## src/rtl/div.sv

```systemverilog
// div -- multi-cycle 32-bit integer divider for DIV/DIVU in the EX stage.
//
// Radix-2 restoring division, one quotient bit per cycle. A division
// started from DivFree completes 33 cycles after the start edge. A zero
// divisor completes one cycle after the start edge with a zero result.
// The result is held while start_i stays high. Dropping start_i in DivEnd
// releases the result and returns the divider to DivFree.
//
// Optional feature macro: DIV_SIGNED_EN
//   defined   : signed_div_i selects a signed division (DIV). Operands are
//               converted to magnitudes and the results are sign-corrected.
//   undefined : every division is unsigned and signed_div_i is ignored.
//
// Ports:
//   clk          in   system clock, rising edge
//   rst          in   synchronous active-high reset
//   signed_div_i in   1 = DIV (signed), 0 = DIVU
//   opdata1_i    in   [31:0] dividend, sampled only at the start edge
//   opdata2_i    in   [31:0] divisor, sampled only at the start edge
//   start_i      in   division request, held until the result is consumed
//   annul_i      in   cancels a division while it is iterating
//   result_o     out  [63:0] {remainder, quotient} (HI, LO), registered
//   ready_o      out  result valid, registered

module div (
   input  logic        clk,
   input  logic        rst,
   input  logic        signed_div_i,
   input  logic [31:0] opdata1_i,
   input  logic [31:0] opdata2_i,
   input  logic        start_i,
   input  logic        annul_i,
   output logic [63:0] result_o,
   output logic        ready_o
);

   typedef enum logic [1:0] {
      DivFree,
      DivByZero,
      DivOn,
      DivEnd
   } state_e;

   state_e      state_q, state_d;
   logic [5:0]  cnt_q, cnt_d;
   logic [64:0] work_q, work_d;
   logic [31:0] divisor_q, divisor_d;
   logic        ready_q, ready_d;
   logic [63:0] result_q, result_d;

   logic [32:0] diff;
   logic [31:0] dividend_abs;
   logic [31:0] divisor_abs;
   logic [31:0] quo;
   logic [31:0] rem;
   logic        start_ok;

   assign start_ok = (state_q == DivFree) && start_i && !annul_i;

`ifdef DIV_SIGNED_EN
   // Sign corrections are decided from the operands at the start edge and
   // kept, because the operand inputs may change during the iteration.
   logic neg_quo_q, neg_quo_d;
   logic neg_rem_q, neg_rem_d;

   assign dividend_abs = (signed_div_i && opdata1_i[31]) ? -opdata1_i : opdata1_i;
   assign divisor_abs  = (signed_div_i && opdata2_i[31]) ? -opdata2_i : opdata2_i;

   always_comb begin
      neg_quo_d = neg_quo_q;
      neg_rem_d = neg_rem_q;
      if (start_ok) begin
         neg_quo_d = signed_div_i && (opdata1_i[31] ^ opdata2_i[31]);
         neg_rem_d = signed_div_i && opdata1_i[31];
      end
   end

   always_ff @(posedge clk) begin
      if (rst) begin
         neg_quo_q <= 1'b0;
         neg_rem_q <= 1'b0;
      end else begin
         neg_quo_q <= neg_quo_d;
         neg_rem_q <= neg_rem_d;
      end
   end

   assign quo = neg_quo_q ? -work_q[31:0]  : work_q[31:0];
   assign rem = neg_rem_q ? -work_q[64:33] : work_q[64:33];
`else
   logic unused_signed_div;
   assign unused_signed_div = signed_div_i;

   assign dividend_abs = opdata1_i;
   assign divisor_abs  = opdata2_i;
   assign quo          = work_q[31:0];
   assign rem          = work_q[64:33];
`endif

   always_comb begin
      state_d   = state_q;
      cnt_d     = cnt_q;
      work_d    = work_q;
      divisor_d = divisor_q;
      ready_d   = ready_q;
      result_d  = result_q;

      // Trial subtraction of the divisor from the partial remainder; bit 32
      // set means the subtraction borrowed and the quotient bit is 0.
      diff = {1'b0, work_q[63:32]} - {1'b0, divisor_q};

      case (state_q)
         DivFree: begin
            ready_d  = 1'b0;
            result_d = '0;
            if (start_i && !annul_i) begin
               if (opdata2_i == '0) begin
                  state_d = DivByZero;
               end else begin
                  divisor_d = divisor_abs;
                  work_d    = {32'b0, dividend_abs, 1'b0};
                  cnt_d     = '0;
                  state_d   = DivOn;
               end
            end
         end

         DivByZero: begin
            work_d   = '0;
            ready_d  = 1'b1;
            result_d = '0;
            state_d  = DivEnd;
         end

         DivOn: begin
            if (annul_i) begin
               ready_d  = 1'b0;
               result_d = '0;
               state_d  = DivFree;
            end else if (cnt_q != 6'd32) begin
               if (diff[32]) begin
                  work_d = {work_q[63:0], 1'b0};
               end else begin
                  work_d = {diff[31:0], work_q[31:0], 1'b1};
               end
               cnt_d = cnt_q + 6'd1;
            end else begin
               result_d = {rem, quo};
               ready_d  = 1'b1;
               state_d  = DivEnd;
            end
         end

         DivEnd: begin
            if (!start_i) begin
               ready_d  = 1'b0;
               result_d = '0;
               state_d  = DivFree;
            end
         end

         default: begin
            state_d = DivFree;
         end
      endcase
   end

   always_ff @(posedge clk) begin
      if (rst) begin
         state_q   <= DivFree;
         cnt_q     <= '0;
         work_q    <= '0;
         divisor_q <= '0;
         ready_q   <= 1'b0;
         result_q  <= '0;
      end else begin
         state_q   <= state_d;
         cnt_q     <= cnt_d;
         work_q    <= work_d;
         divisor_q <= divisor_d;
         ready_q   <= ready_d;
         result_q  <= result_d;
      end
   end

   assign ready_o  = ready_q;
   assign result_o = result_q;

endmodule
```

## config.mk

```make
export PLATFORM = sky130hd
export DESIGN_NAME = div
export DESIGN_NICKNAME = d
export VERILOG_FILES = /design/src/rtl/div.sv
export SDC_FILE = /design/constraint.sdc
export NUM_CORES = 1
export LEC_CHECK = 0
export BUFFER_PORTS_ARGS = -buffer_cell sky130_fd_sc_hd__buf_2
export CAP_MARGIN = 0
export CORE_MARGIN = 2
export CORE_UTILIZATION = 45
export CTS_CLUSTER_DIAMETER = 30
export CTS_CLUSTER_SIZE = 24
export DETAILED_ROUTE_END_ITERATION = 6
export GPL_ROUTABILITY_DRIVEN = 1
export PLACE_DENSITY_LB_ADDON = 0.1
export SLEW_MARGIN = 10
export SYNTH_ARGS = -nofsm -noshare
export SYNTH_HDL_FRONTEND = slang
export SYNTH_SLANG_ARGS = --single-unit
```

## constraint.sdc

```tcl
create_clock -name clk -period 5.65 [get_ports clk]
set_input_delay 0.8475 -clock clk [delete_from_list [all_inputs] [get_ports clk]]
set_output_delay 0.8475 -clock clk [all_outputs]
set_load 0.1 [all_outputs]
```

=== After elaboration in Yosys (flattened, before gate mapping) ===
Cells that the tools add are included.

* Bits in registers: 170
* Input bits: 69
* Output and inout port bits: 65
* Logic and storage cells: 56

* $add $sub $neg: 2
* Equality and inequality tests: 10
* Multiplexer cells: 25
* Bitwise gates (word level): 1
* Reductions and logical operators: 12

{| class="wikitable"
|+ Operators with widths
! cell !! number
|-
| 2-to-1 mux 65 bit || 5
|-
| case mux 65 bit (3 select lines) || 1
|-
| 2-to-1 mux 64 bit || 3
|-
| case mux 64 bit (3 select lines) || 1
|-
| subtractor 32 x 32 -> 33 bit || 1
|-
| zero test 32 bit || 1
|-
| 2-to-1 mux 6 bit || 4
|-
| case mux 6 bit (2 select lines) || 1
|-
| 2-to-1 mux 2 bit || 5
|-
| AND reduction 5 bit || 2
|-
| != test 2 bit, second input constant || 4
|-
| case mux 2 bit (4 select lines) || 1
|-
| adder 6 x 1 -> 6 bit, second input constant || 1
|-
| != test 6 bit, second input constant || 1
|-
| AND reduction 3 bit || 2
|-
| equality test 2 bit, second input constant || 2
|-
| case mux 1 bit (4 select lines) || 1
|-
| 2-to-1 mux 1 bit || 3
|-
| != test 3 bit, second input constant || 1
|-
| nonzero test 3 bit || 1
|-
| equality test 2 x 1 -> 1 bit, second input constant || 1
|-
| zero test 2 bit || 1
|-
| != test 2 x 1 -> 1 bit, second input constant || 1
|-
| AND reduction 2 bit || 1
|-
| 5 further kinds || 5
|}

=== Logic depth before layout (Yosys ltp) ===
* Depth in word-level cells: 5
* Gate-level depth with buffers: 14

=== Worst setup path before layout ===
OpenSTA, ideal clock, no wires.

* Kind: register to register
* From: reg work_q[32]
* To: reg work_q[60]
* Library setup time: 0.125 ns
* Data arrival time: 2.615 ns
* Setup slack: 2.910 ns
* Stages on the path, launching flop included: 14
* Cells stage by stage: dfxtp_1 -> inv_1 -> ha_1 -> fa_1 -> nor2b_4 -> o2111ai_1 -> a21oi_1 -> or2_4 -> a32o_1 -> o31ai_4 -> o31a_2 -> buf_2 -> a32oi_1 -> o31ai_1

* Longest elaborated chain between the ends: 5

{| class="wikitable"
|+ RTL lines
! element !! line !! source
|-
| start: declaration || 46 || <nowiki>logic [64:0] work_q, work_d;</nowiki>
|-
| start signal: assignment || 179 || <nowiki>work_q <= work_d;</nowiki>
|-
| subtractor 32 x 32 -> 33 bit || 110 || <nowiki>diff = {1'b0, work_q[63:32]} - {1'b0, divisor_q};</nowiki>
|-
| 2-to-1 mux 65 bit || 141 || <nowiki>if (diff[32]) begin</nowiki>
|-
| 2-to-1 mux 65 bit || 140 || <nowiki>end else if (cnt_q != 6'd32) begin</nowiki>
|-
| 2-to-1 mux 65 bit || 136 || <nowiki>if (annul_i) begin</nowiki>
|-
| case mux 65 bit (3 select lines) || 112 || <nowiki>case (state_q)</nowiki>
|}

Every way passes these cells. The select of a mux whose other input is x is not followed.
A chain may end at the register's enable or synchronous reset.

=== Final worst setup path ===
* From: in opdata2_i[0]
* To: reg work_q[44]

* Longest elaborated chain between the ends: 3

{| class="wikitable"
|+ RTL lines
! element !! line !! source
|-
| start: declaration || 30 || <nowiki>input logic [31:0] opdata2_i,</nowiki>
|-
| zero test 32 bit || 117 || <nowiki>if (opdata2_i == '0) begin</nowiki>
|-
| != test 2 bit (no source line) || -- ||
|-
| AND reduction 5 bit (no source line) || -- ||
|}

Every way passes these cells.

==> metrics.md <==
| Metric | Value |
|---|---|
| Drt drc | 2 |
| Vertical die dimension | 143.4 um |
| Flops & latches, synth | 170 |
| Detail Route met2 WL | 9734 um |
| Measured slew at the worst slew-check pin | 1.012 ns |
| PD cells | 413.9 mW/mm^2 |
| Fin crit share | 0.6317 |
| Bufs on Longest Clock Path | 2 |
| Antenna-violating nets left | 0 |
| FF-to-FF path depth | 13 |
| Worst-case vdd ir drop | 0.2672 mV |
| Num ports | 134 |
| CP required | 5.93 ns |
| Uppermost metal layer occupied by signal nets | met4 |
| Critical R2R Capture | work_q[44]$_SDFFE_PP0P_ |
| Root buf cell | sky130_fd_sc_hd__clkbuf_16 |
| Finish-stage setup viols | 0 |
| Unrepaired setup endpoints after global routing | false |
| Crit path arrival time | 3.85 ns |
| Number of maximum-capacitance violations | 0 |
| Final Max Slew Viols | 0 |
| Synthesized netlist cell count | 1099 |
| Per-cell routed wire length | 15.28 um |
| Die ar. | 0.02056 mm^2 |
| Area of all sequential standard cells | 0.003403 mm^2 |
| Clock insertion delay at the later pin of the skew report | 0.44 ns |
| Number of enable flip-flop cells after synthesis | 0 |
| Multi-input gate area | 0.004891 mm^2 |
| Maximum achievable frequency | 280.2 MHz |
| # nets final | 1292 |
| Min-Delay Path Depth | 2 |
| Count of different cell masters after synthesis | 57 |
| Launching point of the worst reg2reg path | work_q[32]$_SDFFE_PP0P_ |
| Post-synthesis cell area | 0.008742 mm^2 |
| Largest fanout on the critical path | 68 |
| Fraction of synthesis flops using an asynchronous set or reset pin | 0 |
| Final core utilization | 0.5333 |
| Setup Skew | 0.02103 ns |
| Type of destination of the critical path | register |
| Failing checks | DRC |
| Via density per instance | 5.384 |
| Min-Delay Endpoint | result_o[51]$_SDFFE_PP0P_ |
| Leak pwr | 4.180 nW |
| Clock-pin slew reported for the worst setup and hold paths after clock tree synthesis | 0.07 ns |
| Syn nets | 1209 |
| Floorplan row count | 50 |
| Overall routed net length | 22250 um |
| Initial antenna violation count | 1 |
| Inserted Clock Buffers | 17 |
| Routed metal-1 wire length | 11430 um |
| Total number of clock tree sinks | 170 |
| Post-cts resize count | 0 |
| Most common flop cell mapped by yosys | sky130_fd_sc_hd__dfxtp_1 |
| Number of global-route vias before repair | 7185 |
| Total number of vias | 7839 |
| Warnings from Yosys | 0 |
| Die X-Extent | 143.4 um |
| Tot GR Track Use | 0.2198 |
| DP HPWL | 15140 um |
| Final period demand of the worst path | 3.569 ns |
| Minimum setup slack among reg-to-reg paths | 2.17 ns |
| Fillers | 1886 |
| Number of hold buffers added after CTS | 0 |
| Maximum number of pins on one net before global-route repair | 84 |
| Number of port buffers | 132 |
| Wire length on met3 | 779 um |
| CTS tree | built |
| Share of post-route cells with drive strength above 1 | 0.1590 |
| Avg Cell Area, Syn | 7.955 um^2 |
| Core Footprint | 0.01889 mm^2 |
| Routability-driven placement congestion ratio | 0.8561 |
| Initial cell density of the core | 0.4627 |
| Endpoints failing hold | 0 |
| Number of H-tree branching levels | 4 |
| Global-route wire length before repair | 36380 um |
| Count of TritonRoute iterations in the first routing pass | 7 |
| Area overhead of the layout relative to synthesis | 15.26% |
| Worst Setup Start Kind | primary input |
| Crit Path Class | primary input to register |
| Setup tns final | 0 ns |
| Result of the run | finished, violations left |
| Setup repair bufs after CTS | 0 |
| Worst slew slack as a fraction of its limit | 0.3253 |
| Hold_sp | result_o[51]$_SDFFE_PP0P_ |
| GRT Residual Overflow | 0 |
| DRC violation total after the first TritonRoute iteration | 558 |
| Path type of the worst min-delay path | register to register |
| Fraction of the yosys area taken by sequential cells | 0.3893 |
## where the power goes
part	total [mW]	leakage [nW]	switching, mW	internal (mW)
Clock	1.12	0.270	0.538	0.580
Sequential	1.47	1.38	0.113	1.36
Combinational	1.58	2.53	1.04	0.541
## cell usage in the layout, fill, tap and decap left out, types with 8 or more instances in the layout
cell type and instances:
sky130_fd_sc_hd__dfxtp_1 170, sky130_fd_sc_hd__nand3_1 138, sky130_fd_sc_hd__nand2_1 131, sky130_fd_sc_hd__buf_2 131, sky130_fd_sc_hd__a21oi_1 107, sky130_fd_sc_hd__nor2_1 100, sky130_fd_sc_hd__mux2i_1 42, sky130_fd_sc_hd__inv_1 41
sky130_fd_sc_hd__ha_1 39, sky130_fd_sc_hd__nand2b_1 37, sky130_fd_sc_hd__a311oi_1 34, sky130_fd_sc_hd__o21ai_0 29, sky130_fd_sc_hd__clkbuf_16 17, sky130_fd_sc_hd__xor2_1 14, sky130_fd_sc_hd__xnor2_1 13, sky130_fd_sc_hd__nor3_1 11
sky130_fd_sc_hd__buf_4 11, sky130_fd_sc_hd__nor4_1 10, sky130_fd_sc_hd__a32oi_1 10, sky130_fd_sc_hd__o21a_1 9, sky130_fd_sc_hd__nand4_1 8, sky130_fd_sc_hd__a21o_1 8
## flip-flops by register name, summed over array words and instances (netlist names)
name       cells
state_q        2
ready_o        1
result_o      64
cnt_q          6
work_q        65
divisor_q     32
## worst max-delay path, cell delays in order
cell and delay [ns]:
sky130_fd_sc_hd__buf_2 0.12, sky130_fd_sc_hd__nor4_1 0.65, sky130_fd_sc_hd__nand4_1 0.34, sky130_fd_sc_hd__nor2_1 0.37, sky130_fd_sc_hd__o21ai_1 0.18, sky130_fd_sc_hd__and2_2 0.20, sky130_fd_sc_hd__buf_4 0.31, sky130_fd_sc_hd__nand2_1 0.62
sky130_fd_sc_hd__o21ai_0 0.20
## metrics by stage
step	cells	hold WS (ns)	area [um^2]	power (mW)	setup slack, ns
2_1_floorplan	1099	0.4356	8742	2.744	2.910
3_3_place_gp	1423	0.4360	9512	3.069	1.769
3_5_place_dp	1423	0.4407	9512	3.077	1.736
4_1_cts	1455	0.4506	10070	4.201	2.192
5_1_grt	1455	0.4646	10070	4.455	1.900
6_report	1456	0.4471	10080	4.171	2.081
## how the worst max path moves through the flow
stage                                        from                       to  slack [ns]  depth (start not counted)
after floorplan           work_q[32]$_SDFFE_PP0P_  work_q[60]$_SDFFE_PP0P_        2.91                         13
after global placement               opdata2_i[0]  work_q[33]$_SDFFE_PP0P_        1.77                          9
after detailed placement             opdata2_i[0]  work_q[34]$_SDFFE_PP0P_        1.74                          9
after CTS                 work_q[32]$_SDFFE_PP0P_  work_q[44]$_SDFFE_PP0P_        2.19                         13
after global routing      work_q[32]$_SDFFE_PP0P_  work_q[48]$_SDFFE_PP0P_        1.90                         13
final                                opdata2_i[0]  work_q[44]$_SDFFE_PP0P_        2.08                          9
## logic make-up after synthesis
logic type	count (synthesis)	synth area share
xor+xnor	27	0.02705
simple gates	458	0.2420
buf+inv	119	0.05453
fa+ha+maj	41	0.05954
compound gates	242	0.1795
flops	170	0.3893
mux	42	0.04809
## metal layers
metal / GRT usage / vias to the layer above
li1: - / 4041
met1: 0.3179 / 3628
met2: 0.3353 / 152
met3: 0.03632 / 18
met4: 0.06760 / 0
met5: 0 / -
## synthesized netlist by cell type (2+ instances only)
master / n / area share
sky130_fd_sc_hd__o21bai_1: 2 / 0.0017
sky130_fd_sc_hd__a311oi_1: 34 / 0.034
sky130_fd_sc_hd__o311ai_0: 2 / 0.0020
sky130_fd_sc_hd__nand2b_1: 37 / 0.026
sky130_fd_sc_hd__o211ai_1: 2 / 0.0017
sky130_fd_sc_hd__nand2_1: 132 / 0.057
sky130_fd_sc_hd__o2111ai_1: 2 / 0.0020
sky130_fd_sc_hd__buf_1: 8 / 0.0034
sky130_fd_sc_hd__inv_1: 41 / 0.018
sky130_fd_sc_hd__o31ai_1: 7 / 0.0060
sky130_fd_sc_hd__nor2_1: 102 / 0.044
sky130_fd_sc_hd__ha_1: 40 / 0.057
sky130_fd_sc_hd__a21oi_1: 108 / 0.062
sky130_fd_sc_hd__a31oi_1: 6 / 0.0043
sky130_fd_sc_hd__nand4_1: 8 / 0.0057
sky130_fd_sc_hd__nor3_1: 11 / 0.0063
sky130_fd_sc_hd__mux2i_1: 42 / 0.048
sky130_fd_sc_hd__dfxtp_1: 170 / 0.39
sky130_fd_sc_hd__nor4_1: 10 / 0.0072
sky130_fd_sc_hd__o21a_1: 9 / 0.0077
sky130_fd_sc_hd__a32oi_1: 10 / 0.010
sky130_fd_sc_hd__o21ai_0: 29 / 0.017
sky130_fd_sc_hd__xor2_1: 14 / 0.014
sky130_fd_sc_hd__buf_2: 6 / 0.0034
sky130_fd_sc_hd__a21o_1: 9 / 0.0077
sky130_fd_sc_hd__xnor2_1: 13 / 0.013
sky130_fd_sc_hd__and2_1: 4 / 0.0029
sky130_fd_sc_hd__clkbuf_1: 61 / 0.026
sky130_fd_sc_hd__o31ai_4: 2 / 0.0049
sky130_fd_sc_hd__and3_1: 4 / 0.0029
sky130_fd_sc_hd__nand3_1: 138 / 0.079
sky130_fd_sc_hd__a211o_1: 2 / 0.0020
sky130_fd_sc_hd__nand3b_1: 2 / 0.0017
sky130_fd_sc_hd__buf_6: 3 / 0.0039
sky130_fd_sc_hd__nor2b_1: 2 / 0.0014
sky130_fd_sc_hd__o21ai_1: 5 / 0.0029
sky130_fd_sc_hd__or2_2: 2 / 0.0014
## area by class of cell
class                           instances  area share
Clock buffer                           17     0.04222
Antenna cell                            1   0.0002484
Timing Repair Buffer                  142     0.07326
Clock inverter                         15     0.01354
Multi-Input combinational cell        810      0.4854
Sequential cell                       170      0.3378
Tap cell                              260     0.03229
Inverter                               41     0.01527
No activity file was read; power rests on OpenSTA's default activity.
